===== src/rtl/corriente_ramp_ctrl_pkg.sv =====
// ============================================================================
//  Module      : corriente_ramp_ctrl_pkg
//  Description : Shared definitions for the current-setting sequencer.
//                Holds the setting width, the default top setting and the
//                controller state encoding. The lookup table and the display
//                logic reuse the same definitions.
//  Contents    : SET_W        - width of a current setting (0..MAX_STEP)
//                MAX_STEP_DEF - default highest legal setting
//                ramp_state_e - controller states (IDLE/RAMP_UP/RAMP_DOWN/STOP)
//                is_ramp_state- true for the two ramping states
//  Revision    : 1.0 - initial release
// ============================================================================
`default_nettype none

package corriente_ramp_ctrl_pkg;

    localparam int SET_W        = 4;
    localparam int MAX_STEP_DEF = 10;

    typedef enum logic [1:0] {
        ST_IDLE      = 2'd0,
        ST_RAMP_UP   = 2'd1,
        ST_RAMP_DOWN = 2'd2,
        ST_STOP      = 2'd3
    } ramp_state_e;

    function automatic logic is_ramp_state(input ramp_state_e s);
        return (s == ST_RAMP_UP) || (s == ST_RAMP_DOWN);
    endfunction

endpackage : corriente_ramp_ctrl_pkg

`default_nettype wire


===== src/rtl/corriente_tick_gen.sv =====
// ============================================================================
//  Module      : corriente_tick_gen
//  Description : Ramp step timer. Counts 0..RAMP_DIV-1 while enabled and
//                flags the last count with a single-clock tick, then wraps.
//                A clear returns the count to 0 and takes priority over the
//                enable, so any partial count is discarded.
//  Ports       : clk     in  system clock
//                rst_n   in  asynchronous active-low reset
//                en_i    in  count enable
//                clr_i   in  synchronous clear to 0 (priority over en_i)
//                tick_o  out high for the clock where the count is RAMP_DIV-1
//  Revision    : 1.0 - initial release
// ============================================================================
`default_nettype none

module corriente_tick_gen
    import corriente_ramp_ctrl_pkg::*;
#(
    parameter int RAMP_DIV = 50000,
    parameter int CNT_W    = 16
) (
    input  logic clk,
    input  logic rst_n,
    input  logic en_i,
    input  logic clr_i,
    output logic tick_o
);

    localparam logic [CNT_W-1:0] C_LAST = CNT_W'(RAMP_DIV - 1);
    localparam logic [CNT_W-1:0] C_ONE  = CNT_W'(1);

    logic [CNT_W-1:0] cnt_q;
    logic [CNT_W-1:0] cnt_d;
    logic             w_at_last;

    assign w_at_last = (cnt_q == C_LAST);
    assign tick_o    = en_i & w_at_last;

    always_comb begin
        cnt_d = cnt_q;
        if (clr_i) begin
            cnt_d = '0;
        end else if (en_i) begin
            cnt_d = w_at_last ? '0 : (cnt_q + C_ONE);
        end
    end

    always_ff @(posedge clk or negedge rst_n) begin
        if (!rst_n) begin
            cnt_q <= '0;
        end else begin
            cnt_q <= cnt_d;
        end
    end

endmodule : corriente_tick_gen

`default_nettype wire


===== src/rtl/corriente_ramp_ctrl.sv =====
// ============================================================================
//  Module      : corriente_ramp_ctrl
//  Description : Current-setting sequencer. Keeps a user target driven by
//                up/down button pulses and walks the applied setting one
//                step per RAMP_DIV clocks toward it, so the load never sees
//                a jump larger than one table step. An emergency stop forces
//                both applied and target settings to 0 on the next edge.
//  Ports       : clk           in  system clock (rising edge)
//                rst_n         in  asynchronous active-low reset
//                btn_up        in  one-clock pulse, target + 1
//                btn_down      in  one-clock pulse, target - 1
//                stop          in  level, emergency stop
//                corriente     out applied setting 0..MAX_STEP
//                corriente_set out target setting 0..MAX_STEP
//                ramping       out applied setting is moving toward target
//                at_max        out target is at MAX_STEP
//                at_min        out target is 0
//  Revision    : 1.0 - initial release
// ============================================================================
`default_nettype none

module corriente_ramp_ctrl
    import corriente_ramp_ctrl_pkg::*;
#(
    parameter int MAX_STEP = MAX_STEP_DEF,
    parameter int RAMP_DIV = 50000,
    parameter int CNT_W    = 16
) (
    input  logic             clk,
    input  logic             rst_n,
    input  logic             btn_up,
    input  logic             btn_down,
    input  logic             stop,
    output logic [SET_W-1:0] corriente,
    output logic [SET_W-1:0] corriente_set,
    output logic             ramping,
    output logic             at_max,
    output logic             at_min
);

    localparam logic [SET_W-1:0] C_MAX = SET_W'(MAX_STEP);
    localparam logic [SET_W-1:0] C_ONE = SET_W'(1);

    ramp_state_e      state_q;
    ramp_state_e      state_d;
    logic [SET_W-1:0] set_q;
    logic [SET_W-1:0] set_d;
    logic [SET_W-1:0] corr_q;
    logic [SET_W-1:0] corr_d;

    logic             w_tick;
    logic             w_tmr_en;
    logic             w_tmr_clr;

    // The timer runs only while the registered state is ramping. It is
    // cleared whenever the next state is not a ramp state, so it already
    // reads 0 on the first IDLE/STOP clock; a direction reversal keeps the
    // next state in a ramp state and therefore keeps the partial count.
    assign w_tmr_en  = is_ramp_state(state_q);
    assign w_tmr_clr = ~is_ramp_state(state_d);

    corriente_tick_gen #(
        .RAMP_DIV (RAMP_DIV),
        .CNT_W    (CNT_W)
    ) u_tick_gen (
        .clk    (clk),
        .rst_n  (rst_n),
        .en_i   (w_tmr_en),
        .clr_i  (w_tmr_clr),
        .tick_o (w_tick)
    );

    always_comb begin
        state_d = state_q;
        set_d   = set_q;
        corr_d  = corr_q;

        if (stop) begin
            state_d = ST_STOP;
            set_d   = '0;
            corr_d  = '0;
        end else if (state_q == ST_STOP) begin
            // Leaving STOP: settings are already 0, buttons still ignored.
            state_d = ST_IDLE;
        end else begin
            // Target update, saturating at both limits; simultaneous
            // presses cancel.
            if (btn_up && !btn_down && (set_q < C_MAX)) begin
                set_d = set_q + C_ONE;
            end else if (btn_down && !btn_up && (set_q != '0)) begin
                set_d = set_q - C_ONE;
            end

            // The step direction is taken from the registered target at the
            // step boundary, so a late target change can never push the
            // applied setting past it.
            if (w_tick) begin
                if (set_q > corr_q) begin
                    corr_d = corr_q + C_ONE;
                end else if (set_q < corr_q) begin
                    corr_d = corr_q - C_ONE;
                end
            end

            if (set_q > corr_q) begin
                state_d = ST_RAMP_UP;
            end else if (set_q < corr_q) begin
                state_d = ST_RAMP_DOWN;
            end else begin
                state_d = ST_IDLE;
            end
        end
    end

    always_ff @(posedge clk or negedge rst_n) begin
        if (!rst_n) begin
            state_q <= ST_IDLE;
            set_q   <= '0;
            corr_q  <= '0;
        end else begin
            state_q <= state_d;
            set_q   <= set_d;
            corr_q  <= corr_d;
        end
    end

    assign corriente     = corr_q;
    assign corriente_set = set_q;
    assign ramping       = is_ramp_state(state_q);
    assign at_max        = (set_q == C_MAX);
    assign at_min        = (set_q == '0);

endmodule : corriente_ramp_ctrl

`default_nettype wire


===== config.mk =====
export PLATFORM = sky130hd
export DESIGN_NAME = corriente_ramp_ctrl
export DESIGN_NICKNAME = d
export VERILOG_FILES = /design/src/rtl/corriente_ramp_ctrl_pkg.sv /design/src/rtl/corriente_tick_gen.sv /design/src/rtl/corriente_ramp_ctrl.sv
export SDC_FILE = /design/constraint.sdc
export NUM_CORES = 1
export LEC_CHECK = 0
export BUFFER_PORTS_ARGS = -buffer_cell sky130_fd_sc_hd__buf_4
export CAP_MARGIN = 0
export CORE_MARGIN = 8
export CORE_UTILIZATION = 42
export CTS_CLUSTER_DIAMETER = 150
export DETAILED_ROUTE_END_ITERATION = 7
export GPL_ROUTABILITY_DRIVEN = 1
export PLACE_DENSITY = 0.61
export SLEW_MARGIN = 10
export SYNTH_ARGS = -nofsm -noshare
export SYNTH_HDL_FRONTEND = slang
export SYNTH_HIERARCHICAL = 1
export SYNTH_SLANG_ARGS = --single-unit
export TNS_END_PERCENT = 30

===== constraint.sdc =====
create_clock -name clk -period 3.5 [get_ports clk]
set_input_delay 0.35 -clock clk [delete_from_list [all_inputs] [get_ports clk]]
set_output_delay 0.35 -clock clk [all_outputs]
set_load 0.02 [all_outputs]

==> flow_summary.html, run 1 <==
<table>
<tr><th>Metric</th><th>Value</th></tr>
<tr><th colspan="2">Run status</th></tr>
<tr><td>Status</td><td>finished, final reports clean</td></tr>
<tr><th colspan="2">Route</th></tr>
<tr><td>Detailed Route WL</td><td>3.78 mm</td></tr>
<tr><td>Via/cell ratio</td><td>5.64</td></tr>
<tr><td>Drt wl/cell</td><td>15.5 um</td></tr>
<tr><td>Initial DRC Count</td><td>67</td></tr>
<tr><td>Iteration count of the initial detailed-routing pass</td><td>4</td></tr>
<tr><td>Routed Antenna Nets</td><td>0</td></tr>
<tr><td>DRC violation count after routing</td><td>0</td></tr>
<tr><td>Vias after detailed routing</td><td>1377</td></tr>
<tr><th colspan="2">Synth</th></tr>
<tr><td>Simple logic cell fraction of the synthesized area</td><td>0.232</td></tr>
<tr><td>Biggest area contributors in the synthesized netlist</td><td>sky130_fd_sc_hd__dfrtp_1, sky130_fd_sc_hd__ha_1, sky130_fd_sc_hd__xnor2_1</td></tr>
<tr><td>Predominant post-synthesis flop cell</td><td>sky130_fd_sc_hd__dfrtp_1</td></tr>
<tr><td>Mean instance size in the synthesized netlist</td><td>a little over 10 sq um</td></tr>
<tr><td>Post-synthesis instance area</td><td>0.00178 sq mm</td></tr>
<tr><td>Combinational family with the most area after synthesis</td><td>simple AND/OR/NAND/NOR gates</td></tr>
<tr><td>Cell type with the largest total area after synthesis</td><td>sky130_fd_sc_hd__dfrtp_1</td></tr>
<tr><td>Most frequent cells after synthesis</td><td>sky130_fd_sc_hd__dfrtp_1, sky130_fd_sc_hd__nor2_1, sky130_fd_sc_hd__inv_1</td></tr>
<tr><td>Xor/xnor cell area share of the yosys netlist</td><td>0.0737</td></tr>
<tr><td>Net count after synthesis</td><td>approximately 190</td></tr>
<tr><td>Synthesized-area fraction occupied by ao, oa, aoi and oai cells</td><td>0.172</td></tr>
<tr><td>Arithmetic-cell share of the synthesized area counting full adders, half adders and majority gates</td><td>0.0927</td></tr>
<tr><td>Unique masters post-synth</td><td>56</td></tr>
<tr><td>Post-synth EDFFs</td><td>0</td></tr>
<tr><td>Part of the Yosys area used for sequential elements</td><td>0.365</td></tr>
<tr><td>Post-synthesis register bit count</td><td>26</td></tr>
<tr><td>Count of warnings emitted by yosys</td><td>6</td></tr>
<tr><td>Area share of the largest cell type after synthesis</td><td>0.365</td></tr>
<tr><td>Count leader, synth</td><td>sky130_fd_sc_hd__dfrtp_1</td></tr>
<tr><td>Fraction of registers with async set or reset after synthesis</td><td>1.00</td></tr>
<tr><td>Mapped Cells</td><td>177</td></tr>
<tr><td>Mux cell area share after synthesis</td><td>0.0232</td></tr>
<tr><th colspan="2">Worst setup path</th></tr>
<tr><td>Cell breakdown of the critical path</td><td>inv_1, ha_1, nand2b_1, a21o_1, a21bo_2, ha_1, a21o_1, a21oi_1, xnor2_1, mux2i_1, a32o_1</td></tr>
<tr><td>Slack of the worst reg-to-reg path</td><td>910 ps</td></tr>
<tr><td>Worst reg2reg endpoint</td><td>corriente[3]</td></tr>
<tr><td>Critical Path Source Type</td><td>flip-flop</td></tr>
<tr><td>Data arrival time of the critical path</td><td>2820 ps</td></tr>
<tr><td>Crit path kind</td><td>reg -&gt; reg</td></tr>
<tr><td>Worst reg-to-reg path cell count</td><td>11</td></tr>
<tr><td>Required time of the critical path</td><td>~3700 ps</td></tr>
<tr><td>Critical-path cell with the highest stage delay</td><td>sky130_fd_sc_hd__dfrtp_1</td></tr>
<tr><td>Setup crit end kind</td><td>flip-flop</td></tr>
<tr><td>Worst stage delay on the critical path</td><td>460 ps</td></tr>
<tr><td>R2r startpoint</td><td>corriente_set[0]</td></tr>
<tr><td>Crit path max fanout</td><td>6</td></tr>
<tr><th colspan="2">STA</th></tr>
<tr><td>Post-Route Setup TNS</td><td>0 ps</td></tr>
<tr><td>Slew @ Worst Pin</td><td>373 ps</td></tr>
<tr><td>RSZ-0062 raised after global routing</td><td>false</td></tr>
<tr><td>Clock Skew</td><td>between 5 and 6 ps</td></tr>
<tr><td>Final number of hold-violating endpoints</td><td>0</td></tr>
<tr><td>Tcrit/Tclk final</td><td>0.741</td></tr>
<tr><td>Final setup violation count</td><td>0</td></tr>
<tr><td>Final min period</td><td>2590 ps</td></tr>
<tr><td>Count of pins over their slew limit</td><td>0</td></tr>
<tr><td>Slew HR</td><td>0.751</td></tr>
<tr><td>Highest attainable clock frequency</td><td>0.385 GHz</td></tr>
<tr><th colspan="2">Die</th></tr>
<tr><td>Horiz. Die Dim</td><td>81.1 um</td></tr>
<tr><td>Die Y-Extent</td><td>81.1 um</td></tr>
<tr><td>Starting density of the core</td><td>0.442</td></tr>
<tr><td>Die area</td><td>0.00658 sq mm</td></tr>
<tr><td>Placement row count</td><td>23</td></tr>
<tr><td>Placeable core region</td><td>0.00403 sq mm</td></tr>
<tr><td>Top-Level Pins</td><td>16</td></tr>
<tr><th colspan="2">Power and ir drop</th></tr>
<tr><td>Part of the power in combinational logic</td><td>0.440</td></tr>
<tr><td>Leak Pwr</td><td>0.000865 uW</td></tr>
<tr><td>Seq pwr share</td><td>0.330</td></tr>
<tr><td>Pwr per Cell Area</td><td>about 540 mW/mm^2</td></tr>
<tr><td>Peak supply drop</td><td>0.190 mV</td></tr>
<tr><td>Sw Ratio</td><td>0.378</td></tr>
<tr><td>Part of the total power dissipated in the clock network</td><td>0.230</td></tr>
<tr><td>Power spent charging and discharging nets</td><td>414 uW</td></tr>
<tr><td>Internal power of the cells</td><td>682 uW</td></tr>
<tr><th colspan="2">Flow run</th></tr>
<tr><td>Max-capacitance violation count</td><td>0</td></tr>
<tr><th colspan="2">Clocking</th></tr>
<tr><td>TritonCTS clock tree</td><td>built</td></tr>
<tr><td>Clk Latency, worst-skew pair</td><td>280 ps</td></tr>
<tr><td>Maximum buffer depth of the clock tree</td><td>2</td></tr>
<tr><td>Total CTS buffers</td><td>3</td></tr>
<tr><td>H-tree depth</td><td>1</td></tr>
<tr><td>Postcts setup bufs</td><td>0</td></tr>
<tr><td>Library cell used as clock root buffer</td><td>sky130_fd_sc_hd__clkbuf_8</td></tr>
<tr><td>Clock-pin slew reported for the worst setup and hold paths after clock tree synthesis</td><td>90 ps</td></tr>
<tr><td>Clock sink count</td><td>26</td></tr>
<tr><th colspan="2">Placed design</th></tr>
<tr><td>Cell Count Post-Placement</td><td>239</td></tr>
<tr><td>Placed Area</td><td>0.00194 sq mm</td></tr>
<tr><td>Port bufs</td><td>15</td></tr>
<tr><td>Weighted congestion reported at the end of routability-driven placement</td><td>0.825</td></tr>
<tr><td>HPWL after DPL</td><td>2.93 mm</td></tr>
<tr><th colspan="2">Layout</th></tr>
<tr><td>Area added between synthesis and finish</td><td>13.3%</td></tr>
<tr><td>Count of filler cells inserted in the layout</td><td>388</td></tr>
<tr><td>Area occupied by multi-input gates</td><td>0.00106 sq mm</td></tr>
<tr><td>Storage cell area</td><td>about 650 sq um</td></tr>
<tr><td># nets final</td><td>around 210</td></tr>
<tr><td>Diodes inserted</td><td>0</td></tr>
<tr><td>Final cell count without fillers</td><td>244</td></tr>
<tr><td>Share of cells above drive strength 1</td><td>0.201</td></tr>
<tr><td>Post-route design area</td><td>0.00202 sq mm</td></tr>
<tr><th colspan="2">GRT</th></tr>
<tr><td>Overflow left after global routing</td><td>0</td></tr>
<tr><td>Vias in the first global route</td><td>1341</td></tr>
<tr><td>GRT Util Overall</td><td>0.122</td></tr>
<tr><td>Global-route wire length before repair</td><td>~6.4 mm</td></tr>
<tr><td>Number of antenna violations at the first check in global routing</td><td>0</td></tr>
<tr><td>Maximum number of pins on one net before global-route repair</td><td>27</td></tr>
<tr><th colspan="2">Worst hold path</th></tr>
<tr><td>Cells on Worst Hold Path</td><td>2</td></tr>
<tr><td>Hold endpoint</td><td>corriente_set[1]</td></tr>
<tr><td>Hold path startpoint</td><td>stop</td></tr>
<tr><td>Tightest Hold Check Type</td><td>in -&gt; reg</td></tr>
</table>
## worst max-delay path by stage
stage                                 from            to  slack, ps
after floorplan           corriente_set[0]  corriente[3]        920
after global placement    corriente_set[0]  corriente[3]       1000
after detailed placement  corriente_set[0]  corriente[3]        930
after CTS                 corriente_set[0]  corriente[3]        910
after global routing      corriente_set[0]  corriente[3]        740
final                     corriente_set[0]  corriente[3]        910
## area by class of cell
cell class / count / share of cell area
multi-input cells: 134 / 0.524
flip-flops and latches: 26 / 0.322
repair buffers: 16 / 0.0608
well taps: 50 / 0.0310
inverters: 14 / 0.0260
clock buffers: 3 / 0.0205
clock inverters: 1 / 0.0149
## flip-flops by register name, summed over array words and instances (netlist names)
name	count
corriente	4
state_q	2
u_tick_gen/cnt_q	16
corriente_set	4
## metal layers
metal  vias up  GRT usage  wire [um]  share of wire
met5         -          0          0              0
met4         0     0.0536         70          0.018
met3         7     0.0276        180          0.048
met2        24      0.204       1830           0.48
met1       666      0.147       1700           0.45
li1        680          -          -              -
## critical path: cells and delay by family (launching register included)
family / cells / cell delay, ps
AO/OA/AOI/OAI: 5 / 970
XOR/XNOR: 1 / 150
adder cells (fa/ha/maj): 2 / 450
buffers and inverters: 1 / 110
flip-flops: 1 / 460
multiplexers: 1 / 240
AND/OR/NAND/NOR: 1 / 150
## cells by family after synthesis
logic type	count (synthesis)
AOI/OAI and AO/OA	37
xor gates and xnor gates	15
adders and majority gates	12
buffers and inverters	17
DFF	26
muxes	4
and+or+nand+nor	66
## power by group through the flow
stage	logic (uW)	clock network, uW	registers (uW)
2_1_floorplan	339	0	375
3_3_place_gp	473	0	364
3_5_place_dp	483	0	368
4_1_cts	486	258	362
5_1_grt	536	270	368
6_report	482	252	362
## layout by cell type (no fill, tap or decap), drive strengths merged, types with 2 or more instances in the layout
| cell type | synthesis | routed |
|---|---|---|
| nand2b | 2 | 2 |
| dfrtp | 26 | 26 |
| o21bai | 3 | 3 |
| and4bb | 2 | 2 |
| and3 | 4 | 4 |
| nand3 | 3 | 3 |
| a22o | 2 | 2 |
| a21o | 3 | 3 |
| nor4b | 2 | 2 |
| nand2 | 9 | 9 |
| o21ai | 4 | 4 |
| clkbuf | 1 | 3 |
| mux2i | 3 | 3 |
| a31oi | 3 | 3 |
| xor2 | 4 | 4 |
| or2 | 3 | 3 |
| xnor2 | 11 | 11 |
| fa | 2 | 2 |
| nor4 | 4 | 4 |
| a41oi | 3 | 3 |
| and4 | 2 | 2 |
| nor2 | 21 | 21 |
| or3 | 2 | 2 |
| a21oi | 9 | 9 |
| buf | 2 | 15 |
| inv | 14 | 14 |
| ha | 10 | 10 |
| nand4 | 9 | 9 |
## per-stage QoR
step / total power, uW / hold WS [ps] / setup WS (ps) / utilization
after floorplan: 715 / 54.4 / 921 / -
after global placement: 838 / 279 / 997 / 0.481
after detailed placement: 851 / 283 / 926 / 0.481
after CTS: 1110 / 318 / 915 / 0.501
after global routing: 1170 / 330 / 741 / 0.501
final: 1100 / 316 / 905 / 0.501
## repair_timing
| action | CTS | global route |
|---|---|---|
| hold endpoints to repair | 26 | 0 |
| gates resized for setup | 0 | 0 |
| hold buffers | 1 | 0 |
Power figures use the tool's default switching activity.
==> run 2, diff against run 1 <==
==> constraint.sdc (replaced) <==
create_clock -name clk -period 2.5 [get_ports clk]
set_input_delay 0.25 -clock clk [delete_from_list [all_inputs] [get_ports clk]]
set_output_delay 0.25 -clock clk [all_outputs]
set_load 0.02 [all_outputs]
==> run 2 against run 1 <==
Effect of this change: critical path depth is the same; count of clock-buffer cells in the layout grew 1; worst hold slack lost 96 ps; critical endpoint unchanged; clock skew grew 1.7 ps.
==> flow_summary.html, run 2 (synthesized netlist as in run 1, its figures left out) <==
<table>
<tr><th>Metric</th><th>Value</th></tr>
<tr><th colspan="2">Run status</th></tr>
<tr><td>Status</td><td>finished, final reports clean</td></tr>
<tr><th colspan="2">STA</th></tr>
<tr><td>Tcrit/Tclk final</td><td>0.949</td></tr>
<tr><td>Worst Setup Slack, final</td><td>126 ps</td></tr>
<tr><td>RSZ-0062 raised after global routing</td><td>false</td></tr>
<tr><td>Slew @ Worst Pin</td><td>385 ps</td></tr>
<tr><td>Final number of hold-violating endpoints</td><td>0</td></tr>
<tr><td>Slew HR</td><td>0.743</td></tr>
<tr><td>Clock Skew</td><td>6.86 ps</td></tr>
<tr><td>Final setup violation count</td><td>0</td></tr>
<tr><td>Highest attainable clock frequency</td><td>around 0.42 GHz</td></tr>
<tr><td>Final min period</td><td>between 2000 and 2500 ps</td></tr>
<tr><td>Post-Route Setup TNS</td><td>0 ps</td></tr>
<tr><td>Count of pins over their slew limit</td><td>0</td></tr>
<tr><th colspan="2">Clocking</th></tr>
<tr><td>Library cell used as clock root buffer</td><td>sky130_fd_sc_hd__clkbuf_8</td></tr>
<tr><td>TritonCTS clock tree</td><td>built</td></tr>
<tr><td>Maximum buffer depth of the clock tree</td><td>2</td></tr>
<tr><td>Clock-pin slew reported for the worst setup and hold paths after clock tree synthesis</td><td>90 ps</td></tr>
<tr><td>Clk Latency, worst-skew pair</td><td>280 ps</td></tr>
<tr><td>H-tree depth</td><td>1</td></tr>
<tr><td>Total CTS buffers</td><td>3</td></tr>
<tr><td>Clock sink count</td><td>26</td></tr>
<tr><th colspan="2">Flow run</th></tr>
<tr><td>Max-capacitance violation count</td><td>0</td></tr>
<tr><th colspan="2">Worst setup path</th></tr>
<tr><td>Critical Path Source Type</td><td>flip-flop</td></tr>
<tr><td>Crit path kind</td><td>reg -&gt; reg</td></tr>
<tr><td>Slack of the worst reg-to-reg path</td><td>between 100 and 150 ps</td></tr>
<tr><td>Worst stage delay on the critical path</td><td>420 ps</td></tr>
<tr><td>R2r startpoint</td><td>corriente[2]</td></tr>
<tr><td>Setup crit end kind</td><td>flip-flop</td></tr>
<tr><td>Crit path max fanout</td><td>5</td></tr>
<tr><td>Cell breakdown of the critical path</td><td>inv_2, ha_4, nand2_1, a21o_1, a21bo_4, ha_4, a21o_1, a21oi_2, xnor2_2, mux2i_1, a32o_1</td></tr>
<tr><td>Data arrival time of the critical path</td><td>2550 ps</td></tr>
<tr><td>Worst reg2reg endpoint</td><td>corriente[3]</td></tr>
<tr><td>Critical-path cell with the highest stage delay</td><td>sky130_fd_sc_hd__dfrtp_1</td></tr>
<tr><td>Worst reg-to-reg path cell count</td><td>11</td></tr>
<tr><td>Required time of the critical path</td><td>2670 ps</td></tr>
<tr><th colspan="2">Layout</th></tr>
<tr><td>Share of cells above drive strength 1</td><td>0.304</td></tr>
<tr><td>Most flop-heavy register</td><td>u_tick_gen/cnt_q</td></tr>
<tr><td>Count of filler cells inserted in the layout</td><td>roughly 370</td></tr>
<tr><td>Area added between synthesis and finish</td><td>21.1%</td></tr>
<tr><td># nets final</td><td>222</td></tr>
<tr><td>Most frequent cells in the layout</td><td>sky130_fd_sc_hd__buf_4, sky130_fd_sc_hd__dfrtp_1, sky130_fd_sc_hd__nor2_1</td></tr>
<tr><td>Diodes inserted</td><td>0</td></tr>
<tr><td>Number of flip-flops under the largest register name</td><td>16</td></tr>
<tr><td>Most common cell after layout, fill and taps aside</td><td>sky130_fd_sc_hd__buf_4</td></tr>
<tr><th colspan="2">Die</th></tr>
<tr><td>Top-Level Pins</td><td>16</td></tr>
<tr><td>Starting density of the core</td><td>0.442</td></tr>
<tr><td>Placeable core region</td><td>0.00403 sq mm</td></tr>
<tr><td>Horiz. Die Dim</td><td>just over 80 um</td></tr>
<tr><td>Die Y-Extent</td><td>just over 80 um</td></tr>
<tr><td>Die area</td><td>0.00658 sq mm</td></tr>
<tr><td>Placement row count</td><td>23</td></tr>
<tr><th colspan="2">Route</th></tr>
<tr><td>Routed Antenna Nets</td><td>0</td></tr>
<tr><td>Vias after detailed routing</td><td>1441</td></tr>
<tr><td>Detailed Route WL</td><td>around 4.1 mm</td></tr>
<tr><td>Initial DRC Count</td><td>85</td></tr>
<tr><td>Iteration count of the initial detailed-routing pass</td><td>4</td></tr>
<tr><td>DRC violation count after routing</td><td>0</td></tr>
<tr><td>Via/cell ratio</td><td>5.67</td></tr>
<tr><td>Drt wl/cell</td><td>15.9 um</td></tr>
<tr><th colspan="2">Placed design</th></tr>
<tr><td>Placement-stage worst setup slack</td><td>-9.52 ps</td></tr>
<tr><td>Port bufs</td><td>15</td></tr>
<tr><td>Weighted congestion reported at the end of routability-driven placement</td><td>0.858</td></tr>
<tr><td>HPWL after DPL</td><td>about 3 mm</td></tr>
<tr><th colspan="2">Worst hold path</th></tr>
<tr><td>Tightest Hold Check Type</td><td>in -&gt; reg</td></tr>
<tr><td>Hold path startpoint</td><td>stop</td></tr>
<tr><td>Cells on Worst Hold Path</td><td>2</td></tr>
<tr><td>Hold endpoint</td><td>corriente[0]</td></tr>
<tr><th colspan="2">Power and ir drop</th></tr>
<tr><td>Peak supply drop</td><td>0.262 mV</td></tr>
<tr><td>Pwr per Cell Area</td><td>736 mW/mm^2</td></tr>
<tr><td>Total Power Consumption</td><td>~1600 uW</td></tr>
<tr><td>Leak Pwr</td><td>0.000925 uW</td></tr>
<tr><th colspan="2">GRT</th></tr>
<tr><td>Overflow left after global routing</td><td>0</td></tr>
<tr><td>Number of antenna violations at the first check in global routing</td><td>0</td></tr>
<tr><td>Top Usage Layer GRT</td><td>met2</td></tr>
<tr><td>Met3 usage in global routing</td><td>0.0243</td></tr>
<tr><td>Met1 global-route usage</td><td>0.147</td></tr>
<tr><td>Maximum number of pins on one net before global-route repair</td><td>27</td></tr>
<tr><td>GRT Util Overall</td><td>0.125</td></tr>
<tr><td>Vias in the first global route</td><td>~1500</td></tr>
<tr><td>Global-route wire length before repair</td><td>approximately 6.6 mm</td></tr>
<tr><td>Global Route met2 Usage</td><td>0.225</td></tr>
</table>
[run 2: critical path: cells and delay by family (launching register included)]
kind | cells | cell delay (ps)
xor+xnor | 1 | 140
fa+ha+maj | 2 | 470
mux | 1 | 90
compound gates | 5 | 1020
flops | 1 | 420
simple gates | 1 | 50
buf+inv | 1 | 70
[run 2: layer usage]
layer | up-vias | wire length (um)
met1 | 699 | 1800
met2 | 34 | 2000
li1 | 701 | -
met4 | 0 | 45
met5 | - | 0
met3 | 7 | 206
[run 2: area by class of cell]
| class | instances | area [sq um] | area share |
|---|---|---|---|
| clock buffer | 4 | 55.1 | 0.0255 |
| inverter | 14 | 52.6 | 0.0243 |
| tap | 50 | 62.6 | 0.0290 |
| sequential | 26 | 653 | 0.303 |
| timing repair buffer | 26 | 198 | 0.0916 |
| multi-input combinational | 134 | 1140 | 0.527 |
[run 2: report_power, final]
group          switching, uW  internal, uW
Clock                    137           141
Sequential              31.1           456
Combinational            457           367
[run 2: worst max-delay path by stage]
stage / start / to / cells after the start
2_1_floorplan: corriente_set[1] / corriente[3] / 10
3_3_place_gp: corriente[1] / corriente[3] / 11
3_5_place_dp: corriente[1] / corriente[3] / 11
4_1_cts: corriente[1] / corriente[3] / 11
5_1_grt: corriente[3] / u_tick_gen/cnt_q[13] / 9
6_report: corriente[2] / corriente[3] / 11
[run 2: per-stage QoR]
step	instances	cell area [sq um]	utilization	hold slack [ps]
finish	254	2160	0.536	220
global route	254	2160	0.536	231
CTS	250	2050	0.510	222
detailed placement	245	1980	0.493	184
global placement	245	1980	0.493	179
floorplan	177	1780	-	-45.6
[run 2: repair_timing]
action / CTS / global route
buffers inserted: 0 / 4
hold buffers: 1 / 0
resized for setup: 1 / 11
endpoints found under the setup margin: 1 / 2
gates cloned: 0 / 0
pin swaps: 0 / 7
hold endpoints to repair: 26 / 0
==> run 3, diff against run 2 <==
--- a/config.mk
+++ b/config.mk
@@ -12,7 +12,6 @@
 export CTS_CLUSTER_DIAMETER = 150
 export DETAILED_ROUTE_END_ITERATION = 7
 export GPL_ROUTABILITY_DRIVEN = 1
-export PLACE_DENSITY = 0.61
 export SLEW_MARGIN = 10
 export SYNTH_ARGS = -nofsm -noshare
 export SYNTH_HDL_FRONTEND = slang
==> run 3 against run 2 <==
Effect of this change: total power shrank 2.9%; count of clock-buffer cells in the layout is the same; cell count is the same.
==> flow_summary.html, run 3 (synthesized netlist as in run 1, its figures left out) <==
<table>
<tr><th>Metric</th><th>Value</th></tr>
<tr><th colspan="2">Clocking</th></tr>
<tr><td>Clock sink count</td><td>26</td></tr>
<tr><td>Library cell used as clock root buffer</td><td>sky130_fd_sc_hd__clkbuf_8</td></tr>
<tr><td>Clock-pin slew reported for the worst setup and hold paths after clock tree synthesis</td><td>~90 ps</td></tr>
<tr><td>H-tree depth</td><td>1</td></tr>
<tr><td>Maximum buffer depth of the clock tree</td><td>2</td></tr>
<tr><td>Clk Latency, worst-skew pair</td><td>between 200 and 300 ps</td></tr>
<tr><td>TritonCTS clock tree</td><td>built</td></tr>
<tr><td>Total CTS buffers</td><td>3</td></tr>
<tr><th colspan="2">Worst setup path</th></tr>
<tr><td>Slack of the worst reg-to-reg path</td><td>110 ps</td></tr>
<tr><td>Crit path max fanout</td><td>4</td></tr>
<tr><td>Crit path kind</td><td>reg -&gt; reg</td></tr>
<tr><td>Required time of the critical path</td><td>2650 ps</td></tr>
<tr><td>Worst reg2reg endpoint</td><td>corriente[3]</td></tr>
<tr><td>Critical Path Source Type</td><td>flip-flop</td></tr>
<tr><td>Worst reg-to-reg path cell count</td><td>10</td></tr>
<tr><td>Data arrival time of the critical path</td><td>2540 ps</td></tr>
<tr><td>CP startpoint</td><td>corriente[0]</td></tr>
<tr><td>R2r startpoint</td><td>corriente[0]</td></tr>
<tr><td>Setup crit end kind</td><td>flip-flop</td></tr>
<tr><td>Capture point of the critical path</td><td>corriente[3]</td></tr>
<tr><th colspan="2">Layout</th></tr>
<tr><td>Post-route design area</td><td>0.00211 sq mm</td></tr>
<tr><td>Number of flip-flops under the largest register name</td><td>16</td></tr>
<tr><td>Most common cell after layout, fill and taps aside</td><td>sky130_fd_sc_hd__buf_4</td></tr>
<tr><td>Area added between synthesis and finish</td><td>18.3%</td></tr>
<tr><td># nets final</td><td>~220</td></tr>
<tr><td>Post-layout utilization of the core</td><td>0.523</td></tr>
<tr><td>Diodes inserted</td><td>0</td></tr>
<tr><td>Share of cells above drive strength 1</td><td>0.275</td></tr>
<tr><td>Most flop-heavy register</td><td>u_tick_gen/cnt_q</td></tr>
<tr><td>Most frequent cells in the layout</td><td>sky130_fd_sc_hd__buf_4, sky130_fd_sc_hd__dfrtp_1, sky130_fd_sc_hd__nor2_1</td></tr>
<tr><th colspan="2">GRT</th></tr>
<tr><td>Overflow left after global routing</td><td>0</td></tr>
<tr><td>Global-route wire length before repair</td><td>6.30 mm</td></tr>
<tr><td>Met1 global-route usage</td><td>0.140</td></tr>
<tr><td>GRT Util Overall</td><td>0.119</td></tr>
<tr><td>Met3 usage in global routing</td><td>0.0265</td></tr>
<tr><td>Maximum number of pins on one net before global-route repair</td><td>27</td></tr>
<tr><td>Top Usage Layer GRT</td><td>met2</td></tr>
<tr><td>Number of antenna violations at the first check in global routing</td><td>0</td></tr>
<tr><td>Vias in the first global route</td><td>1391</td></tr>
<tr><td>Global Route met2 Usage</td><td>0.204</td></tr>
<tr><th colspan="2">Placed design</th></tr>
<tr><td>Placed Area</td><td>0.00198 sq mm</td></tr>
<tr><td>Port bufs</td><td>15</td></tr>
<tr><td>HPWL after DPL</td><td>2.82 mm</td></tr>
<tr><td>Weighted congestion reported at the end of routability-driven placement</td><td>between 0.8 and 0.9</td></tr>
<tr><th colspan="2">STA</th></tr>
<tr><td>Post-Route Hold Slack</td><td>228 ps</td></tr>
<tr><td>Final setup violation count</td><td>0</td></tr>
<tr><td>RSZ-0062 raised after global routing</td><td>false</td></tr>
<tr><td>Slew HR</td><td>0.752</td></tr>
<tr><td>Highest attainable clock frequency</td><td>0.419 GHz</td></tr>
<tr><td>Final number of hold-violating endpoints</td><td>0</td></tr>
<tr><td>Final min period</td><td>2390 ps</td></tr>
<tr><td>Clock Skew</td><td>5.29 ps</td></tr>
<tr><td>Count of pins over their slew limit</td><td>0</td></tr>
<tr><td>Slew @ Worst Pin</td><td>371 ps</td></tr>
<tr><td>Tcrit/Tclk final</td><td>0.955</td></tr>
<tr><th colspan="2">Run status</th></tr>
<tr><td>Status</td><td>finished, final reports clean</td></tr>
<tr><th colspan="2">Die</th></tr>
<tr><td>Placement row count</td><td>23</td></tr>
<tr><td>Starting density of the core</td><td>0.442</td></tr>
<tr><td>Top-Level Pins</td><td>16</td></tr>
<tr><td>Die area</td><td>0.00658 sq mm</td></tr>
<tr><td>Horiz. Die Dim</td><td>between 80 and 90 um</td></tr>
<tr><td>Die Y-Extent</td><td>about 80 um</td></tr>
<tr><td>Placeable core region</td><td>0.00403 sq mm</td></tr>
<tr><th colspan="2">Flow run</th></tr>
<tr><td>Max-capacitance violation count</td><td>0</td></tr>
<tr><th colspan="2">Worst hold path</th></tr>
<tr><td>Tightest Hold Check Type</td><td>in -&gt; reg</td></tr>
<tr><th colspan="2">Route</th></tr>
<tr><td>Via/cell ratio</td><td>5.62</td></tr>
<tr><td>Initial DRC Count</td><td>37</td></tr>
<tr><td>Routed Antenna Nets</td><td>0</td></tr>
<tr><td>Drt wl/cell</td><td>15.3 um</td></tr>
<tr><td>Vias after detailed routing</td><td>1427</td></tr>
<tr><td>Detailed Route WL</td><td>3.88 mm</td></tr>
<tr><td>DRC violation count after routing</td><td>0</td></tr>
<tr><td>Iteration count of the initial detailed-routing pass</td><td>4</td></tr>
<tr><th colspan="2">Power and ir drop</th></tr>
<tr><td>Leak Pwr</td><td>0.000911 uW</td></tr>
<tr><td>Total Power Consumption</td><td>between 1500 and 2000 uW</td></tr>
<tr><td>Peak supply drop</td><td>0.264 mV</td></tr>
<tr><td>Pwr per Cell Area</td><td>731 mW/mm^2</td></tr>
</table>
## run 3: per-stage QoR
stage	setup TNS [ps]	std cells	setup WS (ps)
6_report	0	254	112
5_1_grt	0	254	1.03
4_1_cts	0	250	11.3
3_5_place_dp	-17.9	244	-17.9
3_3_place_gp	0	244	60.9
2_1_floorplan	0	177	6.21
## run 3: what timing repair did
item | CTS | global route
endpoints found under the setup margin | 1 | 3
hold endpoints to repair | 26 | 0
gates cloned | 0 | 0
setup buffers | 1 | 4
resized for setup | 0 | 5
hold buffers | 1 | 0
pin swaps | 0 | 5
## run 3: final cells by class
| cell class | count | area, sq um |
|---|---|---|
| flip-flops and latches | 26 | 653 |
| well taps | 50 | 62.6 |
| inverters | 14 | 52.6 |
| fillers | 370 | 1920 |
| multi-input cells | 134 | 1090 |
| clock buffers | 4 | 55.1 |
| repair buffers | 26 | 198 |
## run 3: worst min path at each step
| stage | startpoint | end | slack, ps | depth (start not counted) |
|---|---|---|---|---|
| 6_report | stop | corriente_set[1] | 230 | 2 |
| 5_1_grt | stop | corriente_set[3] | 230 | 2 |
| 4_1_cts | stop | corriente_set[1] | 220 | 2 |
| 3_5_place_dp | rst_n | u_tick_gen/cnt_q[2] | 180 | 1 |
| 3_3_place_gp | rst_n | u_tick_gen/cnt_q[4] | 180 | 1 |
| 2_1_floorplan | rst_n | corriente[0] | -50 | 0 |
## run 3: report_power, final
part           total (uW)  internal (uW)  leakage, uW  switching, uW
sequential            484            456     0.000352           27.7
clock                 266            141    0.0000288            125
combinational         793            352     0.000530            441
## run 3: per-layer routing
| layer | up-vias | share of wire |
|---|---|---|
| li1 | 702 | - |
| met2 | 27 | 0.49 |
| met3 | 8 | 0.053 |
| met5 | - | 0 |
| met4 | 0 | 0.020 |
| met1 | 690 | 0.44 |
## run 3: worst max-delay path: stages, from the launching register on
cell and delay (ps):
sky130_fd_sc_hd__dfrtp_1 430, sky130_fd_sc_hd__ha_1 210, sky130_fd_sc_hd__nand2b_1 150, sky130_fd_sc_hd__a21o_1 170, sky130_fd_sc_hd__a21bo_2 220, sky130_fd_sc_hd__buf_4 130, sky130_fd_sc_hd__ha_1 310, sky130_fd_sc_hd__a21oi_2 160
sky130_fd_sc_hd__xnor2_1 150, sky130_fd_sc_hd__mux2i_1 100, sky130_fd_sc_hd__a32o_1 260
